## src/rtl/csr_trap_seq.sv

```systemverilog
// Trap-entry / mret-exit sequencer owning the clint write port of the CSR file.
// Latency: trap = accept + 3 writes + redirect (ack 4 cycles after accept); mret = accept + 1 write + redirect.
// Backpressure: any write cycle that collides with an ex-port write stalls one cycle; redirect never stalls.
// Optional feature: define CSR_TRAP_VECTORED_EN for vectored interrupt targets (mtvec mode 01).
module csr_trap_seq #(
  parameter int DataWidth = 32,
  parameter int AddrWidth = 32
) (
  input  logic                 clk_i,
  input  logic                 rst_ni,
  input  logic                 trap_req_i,
  input  logic [DataWidth-1:0] trap_cause_i,
  input  logic [DataWidth-1:0] trap_pc_i,
  input  logic                 mret_req_i,
  input  logic                 ex_csr_we_i,
  input  logic [DataWidth-1:0] csr_mtvec_i,
  input  logic [DataWidth-1:0] csr_mepc_i,
  input  logic [DataWidth-1:0] csr_mstatus_i,
  output logic                 csr_we_o,
  output logic [AddrWidth-1:0] csr_waddr_o,
  output logic [DataWidth-1:0] csr_wdata_o,
  output logic                 busy_o,
  output logic                 ack_o,
  output logic                 redirect_o,
  output logic [DataWidth-1:0] redirect_pc_o
);

  localparam logic [2:0] S_IDLE      = 3'd0;
  localparam logic [2:0] S_T_MEPC    = 3'd1;
  localparam logic [2:0] S_T_MCAUSE  = 3'd2;
  localparam logic [2:0] S_T_MSTATUS = 3'd3;
  localparam logic [2:0] S_M_MSTATUS = 3'd4;
  localparam logic [2:0] S_REDIR     = 3'd5;

  localparam logic [11:0] A_MSTATUS = 12'h300;
  localparam logic [11:0] A_MEPC    = 12'h341;
  localparam logic [11:0] A_MCAUSE  = 12'h342;

  logic [2:0]           r_state;
  logic [DataWidth-1:0] r_cause;
  logic [DataWidth-1:0] r_pc;
  logic [DataWidth-1:0] r_redir_pc;

  logic                 w_write_state;
  logic                 w_issue;
  logic [DataWidth-1:0] w_ms_trap;
  logic [DataWidth-1:0] w_ms_mret;
  logic [DataWidth-1:0] w_mtvec_base;
  logic [DataWidth-1:0] w_trap_tgt;
  logic [11:0]          w_addr;
  logic [DataWidth-1:0] w_data;

  // A write issues only when we are in a write state and the ex port is idle.
  always_comb begin
    w_write_state = (r_state == S_T_MEPC) || (r_state == S_T_MCAUSE) ||
                    (r_state == S_T_MSTATUS) || (r_state == S_M_MSTATUS);
    w_issue       = w_write_state && !ex_csr_we_i;
  end

  // MSTATUS edits use the live CSR value so a stalled write picks up ex-port updates.
  always_comb begin
    w_ms_trap    = csr_mstatus_i;
    w_ms_trap[7] = csr_mstatus_i[3];
    w_ms_trap[3] = 1'b0;
    w_ms_mret    = csr_mstatus_i;
    w_ms_mret[3] = csr_mstatus_i[7];
    w_ms_mret[7] = 1'b1;
  end

  // Trap target: direct base, or base + 4*cause for vectored interrupts when enabled.
  always_comb begin
    w_mtvec_base = csr_mtvec_i & ~DataWidth'(3);
`ifdef CSR_TRAP_VECTORED_EN
    if ((csr_mtvec_i[1:0] == 2'b01) && r_cause[DataWidth-1]) begin
      w_trap_tgt = w_mtvec_base + {r_cause[DataWidth-3:0], 2'b00};
    end else begin
      w_trap_tgt = w_mtvec_base;
    end
`else
    w_trap_tgt = w_mtvec_base;
`endif
  end

  // Address/data per write state; both forced to zero whenever no write issues.
  always_comb begin
    w_addr = 12'h000;
    w_data = '0;
    case (r_state)
      S_T_MEPC:    begin w_addr = A_MEPC;    w_data = r_pc;      end
      S_T_MCAUSE:  begin w_addr = A_MCAUSE;  w_data = r_cause;   end
      S_T_MSTATUS: begin w_addr = A_MSTATUS; w_data = w_ms_trap; end
      S_M_MSTATUS: begin w_addr = A_MSTATUS; w_data = w_ms_mret; end
      default:     begin w_addr = 12'h000;   w_data = '0;        end
    endcase
    if (!w_issue) begin
      w_addr = 12'h000;
      w_data = '0;
    end
  end

  // Sequencer: accept in IDLE (trap over mret), advance on each issued write, redirect for one cycle.
  always_ff @(posedge clk_i or negedge rst_ni) begin
    if (!rst_ni) begin
      r_state    <= S_IDLE;
      r_cause    <= '0;
      r_pc       <= '0;
      r_redir_pc <= '0;
    end else begin
      case (r_state)
        S_IDLE: begin
          if (trap_req_i) begin
            r_cause <= trap_cause_i;
            r_pc    <= trap_pc_i;
            r_state <= S_T_MEPC;
          end else if (mret_req_i) begin
            r_state <= S_M_MSTATUS;
          end
        end
        S_T_MEPC:   if (w_issue) r_state <= S_T_MCAUSE;
        S_T_MCAUSE: if (w_issue) r_state <= S_T_MSTATUS;
        S_T_MSTATUS: begin
          if (w_issue) begin
            r_redir_pc <= w_trap_tgt;
            r_state    <= S_REDIR;
          end
        end
        S_M_MSTATUS: begin
          if (w_issue) begin
            r_redir_pc <= csr_mepc_i;
            r_state    <= S_REDIR;
          end
        end
        S_REDIR: r_state <= S_IDLE;
        default: r_state <= S_IDLE;
      endcase
    end
  end

  // Output decode; busy also reflects requests still waiting in IDLE.
  always_comb begin
    csr_we_o      = w_issue;
    csr_waddr_o   = AddrWidth'(w_addr);
    csr_wdata_o   = w_data;
    busy_o        = rst_ni && ((r_state != S_IDLE) || trap_req_i || mret_req_i);
    ack_o         = (r_state == S_REDIR);
    redirect_o    = (r_state == S_REDIR);
    redirect_pc_o = (r_state == S_REDIR) ? r_redir_pc : '0;
  end

endmodule

```

## config.mk

```make
export PLATFORM = sky130hd
export DESIGN_NAME = csr_trap_seq
export DESIGN_NICKNAME = d
export VERILOG_FILES = /design/src/rtl/csr_trap_seq.sv
export SDC_FILE = /design/constraint.sdc
export NUM_CORES = 1
export LEC_CHECK = 0
export ABC_AREA = 1
export BUFFER_PORTS_ARGS = -buffer_cell sky130_fd_sc_hd__clkbuf_2
export CORE_MARGIN = 10
export CORE_UTILIZATION = 43
export DETAILED_ROUTE_END_ITERATION = 8
export PLACE_DENSITY = 0.78
export REMOVE_ABC_BUFFERS = 1
export SYNTH_ARGS = -nofsm -noshare
export SYNTH_HDL_FRONTEND = slang
export SYNTH_SLANG_ARGS = --single-unit
```

## constraint.sdc

```tcl
create_clock -name clk_i -period 1.6 [get_ports clk_i]
set_clock_uncertainty 0.2 [all_clocks]
set_input_delay 0.08 -clock clk_i [delete_from_list [all_inputs] [get_ports clk_i]]
set_output_delay 0.08 -clock clk_i [all_outputs]
set_load 0.02 [all_outputs]
```

==> results.sh <==
export IMPL_fin_cells=1410
export IMPL_clk_pin_slew_ns=0.07
export IMPL_timing_hold_ws_ns=0.0136
export IMPL_core_area_sq_um=13100
export IMPL_status="finished with violations"
export IMPL_track_usage_pct=25.6
export IMPL_first_pass_iters=7
export IMPL_worstPathArrival_ns=1.96
export IMPL_maxSlewViolCount=0
export IMPL_cts_sinks=99
export IMPL_portBuffers=235
export IMPL_cts_tree="done"
export IMPL_violations="setup timing"
export IMPL_power_share_sequential_pct=27.4
export IMPL_cp_cell_sequence="buf_6 > inv_4 > nor3_4 > buf_12 > clkbuf_16 > nand2_1 > nand2_1 > nor2_1 > nor2_1 > buf_4"
export IMPL_yosysMostFrequentCell="nand2_1"
export IMPL_vias_per_cell=5.19
export IMPL_slowest_delay_ns=0.44
export IMPL_finalSetupViolCount=172
export IMPL_synthFlopType="dfrtp_1"
export IMPL_yosysTopAreaCell="dfrtp_1"
export IMPL_wl_mm=27.6
export IMPL_synth_top_area_share_pct=43.4
export IMPL_synthCells=825
export IMPL_synthToLayoutAreaGrowth_pct=79.6
export IMPL_die_x_um=135
export IMPL_critPathKind="register to output pin"
export IMPL_p_clk_share_pct=12.7
export IMPL_dp_cells=1227
export IMPL_grt_pass1_wl_mm=37.5
export IMPL_nNetsFinal=1392
export IMPL_crit_path_top_delay_cell="dfrtp_2"
export IMPL_switching_share_pct=43.8
export IMPL_vdd_ir_drop_max_mv=0.784
export IMPL_p_switching_mw=7.11
export IMPL_die_area_sq_um=18300
export IMPL_synth_area_sq_um=5710
export IMPL_clk_latency_ns=0.35
export IMPL_power_density_nw_per_um2=1580
export IMPL_yosysSeqAreaShare_pct=43.4
export IMPL_grt_remaining_overflow=0
export IMPL_p_total_mw=16.2
export IMPL_drc=0
export IMPL_synthTopCellsByArea="dfrtp_1 43%, nand2_1 20%, inv_1 6.8%, nor2_1 6.8%, o21ai_0 5.6%"
export IMPL_hp_class="primary input to register"
export IMPL_htree_levels=3
export IMPL_worstMarginPinSlew_ns=0.518
export IMPL_drive_gt1_share_pct=36.4
export IMPL_io_pins=265
export IMPL_detail_route_antenna_nets=0
export IMPL_fmax_mhz=447
export IMPL_initial_core_util_pct=43.5
export IMPL_p_leak_nw=5.55
export IMPL_hold_viol_final=0
export IMPL_ctsRootBufferMaster="clkbuf_16"
export IMPL_end_kind="output pin"
export IMPL_first_global_vias=7135
export IMPL_place_congestion=0.911
export IMPL_synth_cell_type_count=23
export IMPL_async_flop_share_pct=100
export IMPL_crit_path_max_fanout=9
export IMPL_vias=7318
export IMPL_postSynthAreaPerCell_sq_um=6.92
export IMPL_ys_top_cells_by_count="297 x nand2_1, 104 x inv_1, 103 x nor2_1"
export IMPL_cts_made_buffers=9
export IMPL_grt_max_degree=100
export IMPL_ys_ff_latch=99
export IMPL_wire_per_inst_um=19.6
export IMPL_hpwl_mm=13.7
export IMPL_place_ws_ns=-0.226
export IMPL_antenna_found_initial=1
export IMPL_comb_power_share_pct=59.9
export IMPL_min_period_over_period_pct=140
export IMPL_ys_warn_count=0
export IMPL_relSlewSlack_pct=65.4
export IMPL_rows=42
export IMPL_period_minus_slack_ns=2.24
export IMPL_die_h_um=135
export IMPL_layout_setup_ws_ns=-0.639
export IMPL_cts_max_path_buffers=2
export IMPL_synth_edff_count=0
export IMPL_start_kind="register"
export IMPL_rsz0062_at_grt="yes"
export IMPL_required_ns=1.32
export IMPL_p_int_mw=9.14
export IMPL_maxCapViolations=0
export IMPL_drt_iter0_drc=616
-- metal layers --
layer / vias to the layer above / wire, um / track usage [%]
met5: - / 0 / 0
met1: 3376 / 9810 / 28.8
li1: 3243 / - / -
met2: 562 / 12900 / 43.4
met4: 0 / 1530 / 12.7
met3: 137 / 3400 / 7.72
-- power by group through the flow --
stage / Sequential, mW / Clock, mW / Combinational [mW]
global placement: 4.26 / 0 / 5.80
global route: 4.54 / 2.19 / 10.3
floorplan: 4.18 / 0 / 3.58
CTS: 4.28 / 2.11 / 7.48
detailed placement: 4.31 / 0 / 5.92
finish: 4.45 / 2.06 / 9.73
-- cell families (layout without fill, tap and decap cells) --
logic type | after synthesis | count (layout) | share of synthesized area (%)
AND/OR/NAND/NOR | 414 | 414 | 28.4
other | 1 | 29 | 0.0656
AO/OA/AOI/OAI | 128 | 128 | 12.5
flip-flops | 99 | 99 | 43.4
buffers and inverters | 183 | 564 | 15.6
-- critical path: cells and delay by family (launching register included) --
kind                   cells  cell delay [ns]
buffers and inverters      5             0.63
and+or+nand+nor            5             0.53
DFF                        1             0.44
-- stage by stage --
stage | utilization, % | area, sq um | setup TNS, ns
6_report | 78.1 | 10300 | -59.80
5_1_grt | 78.1 | 10300 | -71.34
4_1_cts | 71.7 | 9420 | -39.41
3_5_place_dp | 54.8 | 7190 | -12.40
3_3_place_gp | 54.8 | 7190 | -9.85
2_1_floorplan | - | 5330 | -186.57
-- cell usage in the layout, fill, tap and decap left out, drive strengths merged --
cell type      n
a21boi        30
a21oi          2
buf          129
bufbuf         2
clkbuf       190
clkinv         2
clkinvlp       2
conb          27
dfrtp         99
diode          2
dlygate4sd3  129
inv          110
nand2        298
nand3          8
nand3b         1
nor2         105
nor3           2
o21ai         96
-- worst paths after layout --
| path | from | end | slack, ns | cells after the start |
|---|---|---|---|---|
| min reg2reg | r_cause[12] | r_cause[12] | 0.29 | 2 |
| min | trap_req_i | r_state[0] | 0.01 | 5 |
| max reg2reg | r_state[0] | r_cause[28] | -0.42 | 10 |
| min in group asynchronous | rst_ni | r_cause[8] | 0.24 | 3 |
| max | r_state[1] | csr_wdata_o[28] | -0.64 | 10 |
| max in group asynchronous | rst_ni | r_state[2] | 0.56 | 3 |
-- registers in the layout (all words and copies together) (netlist names) --
name,flops
r_state,3
r_cause,32
r_redir_pc,32
r_pc,32
-- final cells by class --
class / count / area (sq um)
fill: 807 / 2880
clock buffer: 11 / 243
inverter: 109 / 437
sequential: 99 / 2480
timing repair buffer: 439 / 3930
multi-input combinational: 569 / 2910
tap: 176 / 220
antenna: 2 / 5.00
clock inverter: 5 / 37.5
-- what timing repair did --
action                                  in CTS  in global routing
gates cloned                                 6                 14
resized for setup                          147                243
endpoints found under the setup margin     133                172
hold endpoints to repair                   197                  0
pin swaps                                    5                 45
setup buffers                               12                  9
hold buffers                               129                  0
(Power assumes the default switching activity.)
